**config.mk**
```make
export PLATFORM = sky130hd
export DESIGN_NAME = cond_unit
export DESIGN_NICKNAME = d
export VERILOG_FILES = /design/src/rtl/cond_pkg.sv /design/src/rtl/cond_check.sv /design/src/rtl/cond_unit.sv
export SDC_FILE = /design/constraint.sdc
export NUM_CORES = 1
export LEC_CHECK = 0
export BUFFER_PORTS_ARGS = -buffer_cell sky130_fd_sc_hd__clkbuf_2
export CAP_MARGIN = 20
export CORE_MARGIN = 3
export CORE_UTILIZATION = 30
export CTS_CLUSTER_SIZE = 40
export DETAILED_ROUTE_END_ITERATION = 7
export GPL_ROUTABILITY_DRIVEN = 0
export HOLD_SLACK_MARGIN = 0.15
export PLACE_DENSITY = 0.58
export REMOVE_ABC_BUFFERS = 1
export SLEW_MARGIN = 15
export SYNTH_ARGS = -nofsm -noshare
export SYNTH_HDL_FRONTEND = slang
export SYNTH_SLANG_ARGS = --single-unit
```
**constraint.sdc**
```tcl
create_clock -name clk -period 1.6 [get_ports clk]
set_input_delay 0.08 -clock clk [delete_from_list [all_inputs] [get_ports clk]]
set_output_delay 0.08 -clock clk [all_outputs]
set_load 0.02 [all_outputs]
```
**src/rtl/cond_pkg.sv**
```systemverilog
// rtl/cond_pkg.sv - condition codes and flag bit positions shared by the condition stage
package cond_pkg;

  // ARM condition field encodings (Instr[31:28])
  localparam logic [3:0] COND_EQ  = 4'h0;
  localparam logic [3:0] COND_NE  = 4'h1;
  localparam logic [3:0] COND_CS  = 4'h2;
  localparam logic [3:0] COND_CC  = 4'h3;
  localparam logic [3:0] COND_MI  = 4'h4;
  localparam logic [3:0] COND_PL  = 4'h5;
  localparam logic [3:0] COND_VS  = 4'h6;
  localparam logic [3:0] COND_VC  = 4'h7;
  localparam logic [3:0] COND_HI  = 4'h8;
  localparam logic [3:0] COND_LS  = 4'h9;
  localparam logic [3:0] COND_GE  = 4'hA;
  localparam logic [3:0] COND_LT  = 4'hB;
  localparam logic [3:0] COND_GT  = 4'hC;
  localparam logic [3:0] COND_LE  = 4'hD;
  localparam logic [3:0] COND_AL  = 4'hE;
  localparam logic [3:0] COND_ALT = 4'hF;

  // bit positions inside the {N,Z,C,V} flag vector
  localparam int FLAG_N = 3;
  localparam int FLAG_Z = 2;
  localparam int FLAG_C = 1;
  localparam int FLAG_V = 0;

endpackage

```
**src/rtl/cond_check.sv**
```systemverilog
// rtl/cond_check.sv - combinational evaluation of a condition field against stored flags
//   Cond   in  4  condition field
//   Flags  in  4  stored {N,Z,C,V}
//   CondEx out 1  1 when the instruction should execute
module cond_check
  import cond_pkg::*;
(
  input  logic [3:0] Cond,
  input  logic [3:0] Flags,
  output logic       CondEx
);

  logic n, z, c, v;

  assign n = Flags[FLAG_N];
  assign z = Flags[FLAG_Z];
  assign c = Flags[FLAG_C];
  assign v = Flags[FLAG_V];

  always_comb begin
    CondEx = 1'b1;
    case (Cond)
      COND_EQ:  CondEx = z;
      COND_NE:  CondEx = ~z;
      COND_CS:  CondEx = c;
      COND_CC:  CondEx = ~c;
      COND_MI:  CondEx = n;
      COND_PL:  CondEx = ~n;
      COND_VS:  CondEx = v;
      COND_VC:  CondEx = ~v;
      COND_HI:  CondEx = c & ~z;
      COND_LS:  CondEx = ~c | z;
      COND_GE:  CondEx = (n == v);
      COND_LT:  CondEx = (n != v);
      COND_GT:  CondEx = ~z & (n == v);
      COND_LE:  CondEx = z | (n != v);
      COND_AL:  CondEx = 1'b1;
      // the unused 4'hF encoding behaves as "always"
      COND_ALT: CondEx = 1'b1;
      default:  CondEx = 1'b1;
    endcase
  end

endmodule

```
**src/rtl/cond_unit.sv**
```systemverilog
// rtl/cond_unit.sv - NZCV flag storage, condition evaluation and gated write enables
//   clk, reset          clock, synchronous active-high reset
//   Cond[3:0]           instruction condition field
//   ALUFlags[3:0]       {N,Z,C,V} from the ALU
//   FlagW[1:0]          [1] updates N,Z  [0] updates C,V
//   PCS, NextPC         conditional PC write, unconditional PC increment
//   RegW, MemW          write requests from the control FSM
//   CondCheck           decode-cycle pulse, feeds the statistics counters
//   PCWrite, RegWrite, MemWrite  gated enables
//   Flags[3:0]          stored {N,Z,C,V}
//   CondEx              condition result against the stored flags
//   ExecCount, SkipCount  statistics counters, present only with COND_STATS_EN
module cond_unit
  import cond_pkg::*;
#(
  parameter int CNT_W = 16
) (
  input  logic             clk,
  input  logic             reset,
  input  logic [3:0]       Cond,
  input  logic [3:0]       ALUFlags,
  input  logic [1:0]       FlagW,
  input  logic             PCS,
  input  logic             NextPC,
  input  logic             RegW,
  input  logic             MemW,
  input  logic             CondCheck,
  output logic             PCWrite,
  output logic             RegWrite,
  output logic             MemWrite,
  output logic [3:0]       Flags,
  output logic             CondEx
`ifdef COND_STATS_EN
  ,
  output logic [CNT_W-1:0] ExecCount,
  output logic [CNT_W-1:0] SkipCount
`endif
);

  logic [1:0] flags_nz;
  logic [1:0] flags_cv;
  logic       cond_ex_delayed;
  logic [1:0] flag_write;

  assign Flags = {flags_nz, flags_cv};

  // evaluated against the stored flags only; ALUFlags never bypasses into CondEx
  cond_check u_cond_check (
    .Cond   (Cond),
    .Flags  (Flags),
    .CondEx (CondEx)
  );

  assign flag_write = FlagW & {CondEx, CondEx};

  always_ff @(posedge clk) begin
    if (reset) begin
      flags_nz        <= 2'b00;
      flags_cv        <= 2'b00;
      cond_ex_delayed <= 1'b0;
    end else begin
      if (flag_write[1]) flags_nz <= ALUFlags[3:2];
      if (flag_write[0]) flags_cv <= ALUFlags[1:0];
      // decode-cycle result carried into execute/writeback
      cond_ex_delayed <= CondEx;
    end
  end

  assign RegWrite = RegW & cond_ex_delayed;
  assign MemWrite = MemW & cond_ex_delayed;
  assign PCWrite  = (PCS & cond_ex_delayed) | NextPC;

`ifdef COND_STATS_EN
  localparam logic [CNT_W-1:0] CNT_ONE = {{(CNT_W-1){1'b0}}, 1'b1};

  always_ff @(posedge clk) begin
    if (reset) begin
      ExecCount <= '0;
      SkipCount <= '0;
    end else if (CondCheck) begin
      // counters stick at all-ones instead of wrapping
      if (CondEx) begin
        if (ExecCount != '1) ExecCount <= ExecCount + CNT_ONE;
      end else begin
        if (SkipCount != '1) SkipCount <= SkipCount + CNT_ONE;
      end
    end
  end
`else
  localparam int unused_cnt_w = CNT_W;
  logic unused_cond_check;
  assign unused_cond_check = CondCheck;
`endif

endmodule

```
; After elaboration in Yosys (flattened, before gate mapping)
; Index checks and enable logic that the tools add are counted.
[word_totals]
regBits = 5
input_bits = 17
output_inout_bits = 8
elab_cells = 36
[classes]
eq_ne = 17
muxes = 1
bitwise = 13
reduce_logical = 2
[ops]
columns = operator, count
row1 = "equality test 4 bit, second input constant", 8
row2 = "equality test 4 x 3 -> 1 bit, second input constant", 4
row3 = case mux 1 bit (15 select lines), 1
row4 = "equality test 4 x 2 -> 1 bit, second input constant", 2
row5 = AND 1 bit, 5
row6 = "equality test 4 x 1 -> 1 bit, second input constant", 1
row7 = logical NOT 4 bit, 1
row8 = NOT 1 bit, 4
row9 = OR 1 bit, 3
row10 = AND 2 bit, 1
row11 = OR reduction 2 bit, 1
row12 = equality test 1 bit, 1
row13 = != test 1 bit, 1

; Longest topological paths before layout
[depth]
word_depth = 4
mapped_depth = 6
depth_no_buf = 5

; Cells and area by module
; A second synthesis with hierarchy kept.
[unflattened]
cells_unflattened = 51
area_unflattened_um2 = 419.2
[modules_own_cells]
columns = module, n_inst, cells_each, area_each_um2
row1 = cond_unit, 1, 22, 217.7
row2 = cond_check, 1, 29, 201.4

; Worst setup path before layout
; No wires, ideal clock.
[synth_path]
path_kind = reg2reg
startpoint = reg flags_nz[0]
endpoint = reg cond_ex_delayed
setup_time_ns = 0.114
arrival_ns = 1.751
path_slack_ns = -0.265
path_stages_with_launch = 6
n_path_buf = 0
period_less_slack_ns = 1.865
path_cell_list = dfxtp_1 > or4_1 > nor2_1 > a211oi_1 > or3_1 > nor2b_1
[synth_between]
elab_chain_len = 3
[synth_rtl]
columns = element, line
row1 = start: declaration, cond_unit.sv:40  ; logic [1:0] flags_nz;
row2 = start signal: assignment, cond_unit.sv:62  ; if (flag_write[1]) flags_nz <= ALUFlags[3:2];
row3 = NOT 1 bit, "cond_check.sv:24, cond_check.sv:31, cond_check.sv:35"
row4 = "AND 1 bit, on equally long branches", "cond_check.sv:35, cond_check.sv:31"
row5 = case mux 1 bit (15 select lines) (*), cond_check.sv:22  ; case (Cond)
row6 = net CondEx, cond_unit.sv:32  ; output logic CondEx
row7 = end signal: assignment, cond_unit.sv:65  ; cond_ex_delayed <= CondEx;
row8 = end: declaration, cond_unit.sv:42  ; logic cond_ex_delayed;
; The timed path passes the listed nets; every way through them passes the cells marked *.
; A chain may end at the register's enable or synchronous reset.

; Worst setup path after layout
[layout_path]
startpoint = reg flags_nz[0]
endpoint = out CondEx
[layout_between]
elab_chain_len = 3
[layout_rtl]
columns = element, line
row1 = NOT 1 bit, "cond_check.sv:24, cond_check.sv:31, cond_check.sv:35"
row2 = "AND 1 bit, on equally long branches", "cond_check.sv:35, cond_check.sv:31"
row3 = case mux 1 bit (15 select lines) (*), cond_check.sv:22
row4 = end: declaration, cond_unit.sv:32
; Mark *: on every way between the ends. The rest lies on a longest branch, timed or not.

==> impl_metrics.csv <==
group,metric,value,unit
pwr,pwr-share-clk,26.2,%
cells_and_area,area.growth.synth_to_final,82.0,%
die,die_y,47.4,um
worst_setup_path,path_max_fanout,3,
clocking,numCtsBuffers,3,
sta,fin_skew,1.05,ps
sta,rsz0062_at_grt,"yes",
drt,post_drt_wl_per_cell,14.5,um
synthesis,synth_cell_types,34,
drt,drt-total-wl,1.84,mm
run_status,status,"finished with violations",
worst_setup_path,path_class,"flip-flop to primary output",
global_routing,grt_overflow_total,0,
cells_and_area,final_common_cell,"clkbuf_2",
clocking,tritoncts,"yes",
pwr,switching_share,33.2,%
run_status,violations,"setup timing",
synthesis,yosysSeqAreaShare,19.5,%
worst_setup_path,endpoint_kind,"primary output",
pwr,p_per_area,612,nW/um2
global_routing,grt_util_all_layers,17.5,%
cells_and_area,drive_gt1_share,56.8,%
worst_setup_path,crit_chain,"or4_4, nor2_4, a211oi_4, or3_4, buf_8",
global_routing,antenna_found_initial,0,
sta,maxSlewViolCount,0,
cells_and_area,most-common-layout-cells,"clkbuf_2 (22), buf_4 (19), nand2b_1 (7), dlygate4sd3_1 (6), mux2i_1 (4)",
place,port_buffers,23,
cells_and_area,antenna_cells,0,
die,core,1560,um2
cells_and_area,nNetsFinal,129,
drt,dr.first_iter.drc_count,18,
clocking,clock_path_buffers,2,
sta,tns,-1400,ps
worst_setup_path,crit_path_start_kind,"flip-flop",
synthesis,yosysWarnings,0,
die,rows,14,
pwr,switchingPower,190,uW
clocking,ctsHtreeMaxLevel,1,
synthesis,synth_cells,61,
global_routing,grt_pass1_wl,2.68,mm
die,initial_utilization,33.0,%
place,post-dp-hpwl,1.15,mm
worst_setup_path,path_buf_inv,1,
synthesis,synthArstFlopShare,0,%
clocking,cts_sinks,5,
flow_run,maxCapViolations,0,
worst_setup_path,crit_family,"simple AND/OR/NAND/NOR gates",
clocking,cts-root-buf,"clkbuf_4",
sta,fmax,517,MHz
pwr,peakVddDrop,0.362,mV
synthesis,avgSynthCellArea,8.43,um2
global_routing,grt_max_degree,10,
synthesis,synth_flop_cell,"dfxtp_1",
pwr,p_seq_share,26.0,%
sta,period_share,121,%
pwr,leakage,0.448,nW
worst_setup_path,worst_ep_arrival_time,1850,ps
cells_and_area,final_cell_count_no_fill,127,
drt,first_pass_iters,4,
synthesis,synth-seq-cells,5,
pwr,comb_power_share,47.8,%
sta,post-route-min-period,1930,ps
clocking,clk_latency,250,ps
drt,drc,0,
pwr,p_int,383,uW
hold_path,hp-class,"input pin to flip-flop",
drt,vias,672,
worst_setup_path,max_stage_delay,510,ps
place,dp.cells,112,
sta,hold_viol_final,0,
drt,drt-vias-per-instance,5.29,
clocking,cts.clk_slew.worst_paths,40,ps
die,io_pins,25,
drt,antenna_left,0,
global_routing,grt_pass1_vias,616,
sta,worst_slew_pin_slew,372,ps
worst_setup_path,cp_slowest_cell,"or4_4",
sta,setup_ws,-334,ps
sta,setup-violations-final,6,
sta,timing.slew.headroom,75.0,%
synthesis,synth_edf_count,0,
die,die_area,2250,um2
synthesis,synth_area,514,um2
die,fp.dieW,47.4,um
worst_setup_path,required,1520,ps
==> path summary, 6_finish.rpt <==
kind | endpoint | from | depth (start not counted) | slack, ps
setup / recovery | CondEx | flags_nz[0] | 5 | -330
hold / removal | flags_nz[0] | FlagW[1] | 3 | 150
setup reg to reg | flags_nz[1] | flags_nz[0] | 6 | -260
hold reg to reg | flags_nz[0] | flags_nz[0] | 2 | 580
==> power by group through the flow <==
| stage | Combinational, mW | Sequential [mW] | Clock, mW |
|---|---|---|---|
| final | 0.274 | 0.149 | 0.150 |
| after CTS | 0.236 | 0.147 | 0.152 |
| after global routing | 0.293 | 0.151 | 0.162 |
| after global placement | 0.197 | 0.149 | 0 |
| after detailed placement | 0.199 | 0.148 | 0 |
| after floorplan | 0.0877 | 0.160 | 0 |
==> state kept, by name, summed over array words and instances (netlist names) <==
signal,flops
flags_nz,2
flags_cv,2
cond_ex_delayed,1
==> synth_stat cells (2+ instances only) <==
| library cell | count | area [um2] |
|---|---|---|
| nand2b_1 | 7 | 43.8 |
| dfxtp_1 | 5 | 100 |
| mux2i_1 | 4 | 40.0 |
| and2_1 | 3 | 18.8 |
| buf_4 | 3 | 22.5 |
| nand3_1 | 3 | 15.0 |
| nor2_1 | 3 | 11.3 |
| or2b_1 | 3 | 22.5 |
| a21oi_1 | 2 | 10.0 |
| nand2_1 | 2 | 7.51 |
| o31ai_1 | 2 | 15.0 |
| or4b_1 | 2 | 20.0 |
==> cell families after synthesis <==
kind of cell	count (synthesis)	share of synthesized area, %
muxes	4	7.79
and+or+nand+nor	34	44.5
xor gates and xnor gates	1	1.70
buffers and inverters	5	7.30
DFF	5	19.5
AOI/OAI and AO/OA	12	19.2
==> stage by stage <==
stage               hold slack [ps]  util [%]  power, mW  instance area, um2  setup slack [ps]
floorplan                       152         -      0.248                 480              -265
global placement                326      47.2      0.345                 736              -187
detailed placement              327      47.2      0.348                 736              -274
CTS                             160      55.5      0.536                 866              -334
global route                    161      60.0      0.606                 936              -393
finish                          150      60.0      0.573                 936              -334
==> layout make-up <==
type | instances | area [um2]
clock buffer | 4 | 26.3
tap | 16 | 20.0
multi-input combinational | 51 | 432
timing repair buffer | 50 | 350
inverter | 1 | 3.75
fill | 128 | 623
sequential | 5 | 104
==> tightest hold or removal path, stage by stage <==
cell	delay (ps)
clkbuf_2	90
o31ai_2	100
mux2i_1	80
==> repair_timing <==
action                     in CTS  in global routing
pin swaps                       5                  5
setup endpoints to repair       6                  6
resized for setup              10                  9
buffers inserted                2                  3
hold buffers                    5                  1
hold endpoints to repair        5                  2
==> layer usage <==
| layer | vias to the layer above | track usage [%] | wire length (um) |
|---|---|---|---|
| met5 | - | 0 | 0 |
| met2 | 31 | 32.4 | 971 |
| li1 | 326 | - | - |
| met1 | 307 | 16.8 | 679 |
| met4 | 0 | 11.0 | 72 |
| met3 | 8 | 4.60 | 113 |
No activity file was read; power rests on OpenSTA's default activity.
